$ cat src/rtl/vector_packer_if.sv
// Stream bundle between a narrow beat producer, the packer and a wide word consumer.
// Latency: none, this is wiring only.
// Backpressure: in_ready gates the beat side and out_ready gates the word side.
// Ports: in_valid/in_ready/in_data/in_last carry beats into the packer;
//        out_valid/out_ready/out_data/out_count carry packed words out of it.
// The slave modport is the packer's view. The master modport is the producer/consumer view.
interface vector_packer_if #(
    parameter int IN_W  = 4,
    parameter int RATIO = 2
);
    localparam int OUT_W = IN_W * RATIO;
    localparam int CNT_W = $clog2(RATIO + 1);

    logic             in_valid;
    logic             in_ready;
    logic [IN_W-1:0]  in_data;
    logic             in_last;
    logic             out_valid;
    logic             out_ready;
    logic [OUT_W-1:0] out_data;
    logic [CNT_W-1:0] out_count;

    modport slave (
        input  in_valid, in_data, in_last, out_ready,
        output in_ready, out_valid, out_data, out_count
    );

    modport master (
        output in_valid, in_data, in_last, out_ready,
        input  in_ready, out_valid, out_data, out_count
    );
endinterface

$ cat src/rtl/vector_packer.sv
// Packs RATIO narrow IN_W-bit beats into one wide word, with an early flush on in_last.
// Latency: the word is valid one cycle after its closing beat is accepted.
// Backpressure: while a word is held, in_ready follows out_ready, so a simultaneous handshake
//               runs at full rate with no bubble.
// Ports: clk, and rst (synchronous, active-high).
//        bus (vector_packer_if.slave) carries the beat and word handshakes, out_count
//        (the number of filled slices, 1..RATIO) and the packed out_data.
module vector_packer #(
    parameter int IN_W      = 4,
    parameter int RATIO     = 2,
    parameter bit MSB_FIRST = 1'b1
) (
    input  logic            clk,
    input  logic            rst,
    vector_packer_if.slave  bus
);
    localparam int OUT_W  = IN_W * RATIO;
    localparam int SLOT_W = $clog2(RATIO);
    localparam int CNT_W  = $clog2(RATIO + 1);

    localparam logic [0:0] ST_FILL = 1'b0;
    localparam logic [0:0] ST_HOLD = 1'b1;

    logic [0:0]        state;
    logic [SLOT_W-1:0] slot;
    logic [OUT_W-1:0]  acc;
    logic [OUT_W-1:0]  out_data_q;
    logic [CNT_W-1:0]  out_count_q;

    logic              in_ready_int;
    logic              accept;
    logic              closes;
    logic [OUT_W-1:0]  placed;
    logic [OUT_W-1:0]  word;

    // A held word frees the slot only when the consumer takes it in the same edge.
    assign in_ready_int = ~rst & ((state == ST_FILL) | bus.out_ready);
    assign accept       = bus.in_valid & in_ready_int;

    // Place the incoming beat in the slice owned by the current slot. All other bits are zero.
    always_comb begin
        placed = '0;
        for (int k = 0; k < RATIO; k++) begin
            if (slot == SLOT_W'(k)) begin
                if (MSB_FIRST) begin
                    placed[OUT_W-1-k*IN_W -: IN_W] = bus.in_data;
                end else begin
                    placed[k*IN_W +: IN_W] = bus.in_data;
                end
            end
        end
    end

    // In HOLD both acc and slot are already zero, so an accepted beat there
    // naturally starts a fresh word at slot 0.
    assign word   = acc | placed;
    assign closes = bus.in_last | (slot == SLOT_W'(RATIO - 1));

    always_ff @(posedge clk) begin
        if (rst) begin
            state       <= ST_FILL;
            slot        <= '0;
            acc         <= '0;
            out_data_q  <= '0;
            out_count_q <= '0;
        end else if (accept) begin
            if (closes) begin
                state       <= ST_HOLD;
                slot        <= '0;
                acc         <= '0;
                out_data_q  <= word;
                out_count_q <= CNT_W'(slot) + CNT_W'(1);
            end else begin
                state <= ST_FILL;
                slot  <= slot + SLOT_W'(1);
                acc   <= word;
            end
        end else if ((state == ST_HOLD) && bus.out_ready) begin
            state <= ST_FILL;
        end
    end

    assign bus.in_ready  = in_ready_int;
    assign bus.out_valid = (state == ST_HOLD);
    assign bus.out_data  = out_data_q;
    assign bus.out_count = out_count_q;
endmodule

$ cat src/flat_wrapper.sv
// flat-port wrapper written by rule: the top's interface ports become plain ports
module vector_packer_flat 
#(
    parameter int IN_W      = 4,
    parameter int RATIO     = 2,
    parameter bit MSB_FIRST = 1'b1
)
  (clk, rst, bus_in_valid, bus_in_data, bus_in_last, bus_out_ready, bus_in_ready, bus_out_valid, bus_out_data, bus_out_count);
  vector_packer_if #(.IN_W(IN_W), .RATIO(RATIO)) bus_i ();
  input  logic clk;
  input  logic rst;
  input wire logic [$bits(bus_i.in_valid)-1:0] bus_in_valid;
  input wire logic [$bits(bus_i.in_data)-1:0] bus_in_data;
  input wire logic [$bits(bus_i.in_last)-1:0] bus_in_last;
  input wire logic [$bits(bus_i.out_ready)-1:0] bus_out_ready;
  output wire logic [$bits(bus_i.in_ready)-1:0] bus_in_ready;
  output wire logic [$bits(bus_i.out_valid)-1:0] bus_out_valid;
  output wire logic [$bits(bus_i.out_data)-1:0] bus_out_data;
  output wire logic [$bits(bus_i.out_count)-1:0] bus_out_count;
  assign bus_i.in_valid = bus_in_valid;
  assign bus_i.in_data = bus_in_data;
  assign bus_i.in_last = bus_in_last;
  assign bus_i.out_ready = bus_out_ready;
  assign bus_in_ready = bus_i.in_ready;
  assign bus_out_valid = bus_i.out_valid;
  assign bus_out_data = bus_i.out_data;
  assign bus_out_count = bus_i.out_count;
  vector_packer #(.IN_W(IN_W), .RATIO(RATIO), .MSB_FIRST(MSB_FIRST)) u_core (.clk(clk), .rst(rst), .bus(bus_i));
endmodule
$ cat config.mk
export PLATFORM = sky130hd
export DESIGN_NAME = vector_packer_flat
export DESIGN_NICKNAME = d
export VERILOG_FILES = /design/src/rtl/vector_packer_if.sv /design/src/rtl/vector_packer.sv /design/src/flat_wrapper.sv
export SDC_FILE = /design/constraint.sdc
export NUM_CORES = 1
export LEC_CHECK = 0
export ABC_AREA = 1
export BUFFER_PORTS_ARGS = -buffer_cell sky130_fd_sc_hd__buf_4
export CAP_MARGIN = 15
export CORE_MARGIN = 2
export CORE_UTILIZATION = 50
export DETAILED_ROUTE_END_ITERATION = 7
export PLACE_DENSITY = 0.86
export SLEW_MARGIN = 20
export SYNTH_ARGS = -nofsm -noshare
export SYNTH_HDL_FRONTEND = slang
export SYNTH_SLANG_ARGS = --single-unit
$ cat constraint.sdc
create_clock -name clk -period 1.3 [get_ports clk]
set_input_delay 0.195 -clock clk [delete_from_list [all_inputs] [get_ports clk]]
set_output_delay 0.195 -clock clk [all_outputs]
set_load 0.1 [all_outputs]
==> metrics.txt <==
Synth cell types=14; Core ar.=1540 sq um; First-pass DRT Iterations=4; Reg clk slew, reported paths=0.11 ns; area of placed instances=1040 sq um; antenna violations before repair=0; CTS Buf Count=3; mapped cell area=~840 sq um; slowest CP cell=dfxtp_4; routed wire length=1660 um; n_diodes=0; Fmax=~810 MHz; power density cells=1310 nW/um^2; critical path's top delay family=flip-flops; Critical Path Sink Type=output pin; YS warnings=0; worst path cell trace=a21oi_4, buf_6; number of buffers added on ports=20; Post-route DRC=0; final setup fails=0; status=completed; initial DRC count=24; Tcrit/Tclk final=0.954; Layout Skew=0.00655 ns; buffers and inverters on the worst path=1; Die H=45.1 um; Mapped Avg Cell Area=between 6 and 7 sq um; GRT Overall Usage=0.183; Final Cell Area=1100 sq um; Max Cap Violations=0; RSZ-0062 raised after global routing=no; share of the yosys chip area belonging to registers=0.475; min-delay worst type=input pin to flip-flop; min Tclk post-route=1.24 ns; Leak Pwr=0.000594 uW; detailed placement HPWL=about 1200 um; I/O pin count=21; crit path DAT=between 1 and 1.5 ns; largest net degree at the start of global routing=19; crit start category=flip-flop; routed length per instance=9.90 um; number of hold buffers added after CTS=0; Die Area=about 2000 sq um; Clock Latency Late Sink=0.30 ns; CP max stage delay=between 0.3 and 0.4 ns; critical path type=flip-flop to output pin; GP Congestion=0.789; starting density of the core=0.547; layout cells sized above 1=0.237; number of core rows=14; required time worst endpoint=around 1.1 ns; Mapped Cells=127; CP Max Fanout=3; FF+latch count, synth=20; TritonCTS clock tree=done; Max H-tree Level=1; Slew @ Worst Pin=0.287 ns; DR vias=approximately 780; syn_nets=136; clk buf depth=2; area delta synth->final=30.3%; Max rail drop VDD=approximately 960 uV; worst relative slew slack=0.808; vias per std cell=approximately 4.6; number of global-route vias before repair=about 670; CTS Sinks=20; first-pass GRT wire length=2680 um; Max Slew Vio Count=0; Die X=45.1 um; total global routing overflow=0; clock root buffer=clkbuf_4; endpoints failing hold=0; final setup TNS=0 ns; final-stage net count=162; Post-DRT Antenna Nets=0
[final cells by class]
class / count / area, sq um
clock buffers: 4 / 47.5
repair buffers: 23 / 176
well taps: 16 / 20.0
flip-flops and latches: 20 / 404
fillers: 139 / 443
inverters: 19 / 71.3
multi-input cells: 86 / 379
[stage by stage]
stage | instances | setup slack, ns | utilization | total power, uW | hold WS, ns
floorplan | 127 | 0.0224 | - | 931 | 0.254
global placement | 164 | 0.149 | 0.675 | 1010 | 0.404
detailed placement | 164 | 0.130 | 0.675 | 1020 | 0.403
CTS | 168 | 0.00103 | 0.705 | 1440 | 0.0766
global route | 168 | 0.0207 | 0.713 | 1500 | 0.0736
finish | 168 | 0.0592 | 0.713 | 1440 | 0.0818
[final timing paths]
kind,from,end,slack (ns),cells past startpoint
setup / recovery,u_core.bus.out_valid,bus_in_ready,0.06,2
hold / removal,rst,u_core.bus.out_valid,0.08,2
setup reg to reg,u_core.bus.out_valid,u_core.slot,0.14,4
hold reg to reg,u_core.bus.out_count[1],u_core.bus.out_count[1],0.48,2
[Yosys cell counts]
master / count / area [sq um]
a21oi_1: 4 / 20.0
and3_1: 1 / 6.26
buf_1: 1 / 3.75
buf_4: 1 / 7.51
dfxtp_1: 20 / 400
inv_1: 17 / 63.8
inv_2: 2 / 7.51
nand2_1: 43 / 161
nand2_2: 1 / 6.26
nand3_1: 1 / 5.00
nand3_2: 1 / 10.0
nand4_4: 1 / 21.3
nor2_1: 33 / 124
nor2_2: 1 / 6.26
[flip-flops by register name, indices dropped and copies added, names as in the netlist]
register,count
u_core.acc,8
u_core.bus.out_count,2
u_core.bus.out_data,8
u_core.slot,1
u_core.bus.out_valid,1
[cell usage in the layout, fill, tap and decap left out, drive strengths merged]
| cell type | instances |
|---|---|
| buf | 23 |
| a21oi | 4 |
| nand4 | 1 |
| inv | 19 |
| dfxtp | 20 |
| nand2 | 44 |
| clkbuf | 4 |
| and3 | 1 |
| nand3 | 2 |
| nor2 | 34 |
[where the power goes]
part           total [uW]  leakage (uW)  switching [uW]  internal, uW
combinational         353      0.000404             262          91.0
clock                 428     0.0000261             194           235
sequential            656      0.000164            15.4           641
total                1440      0.000594             471           966
[cell families after synthesis]
kind of cell / share of synthesized area
AND/OR/NAND/NOR: 0.404
buffers and inverters: 0.0979
AO/OA/AOI/OAI: 0.0237
flip-flops: 0.475
[metal layers]
layer | up-vias | GRT usage | wire length (um)
met5 | - | 0 | 0
met4 | 0 | 0.0941 | 13
met3 | 2 | 0.0360 | 108
met2 | 27 | 0.286 | 780
met1 | 327 | 0.239 | 761
li1 | 423 | - | -
[timing repair]
item,4_1_cts,5_1_grt
setup buffers,0,0
resized for setup,0,3
endpoints found under the setup margin,0,2
Power figures use the tool's default switching activity.
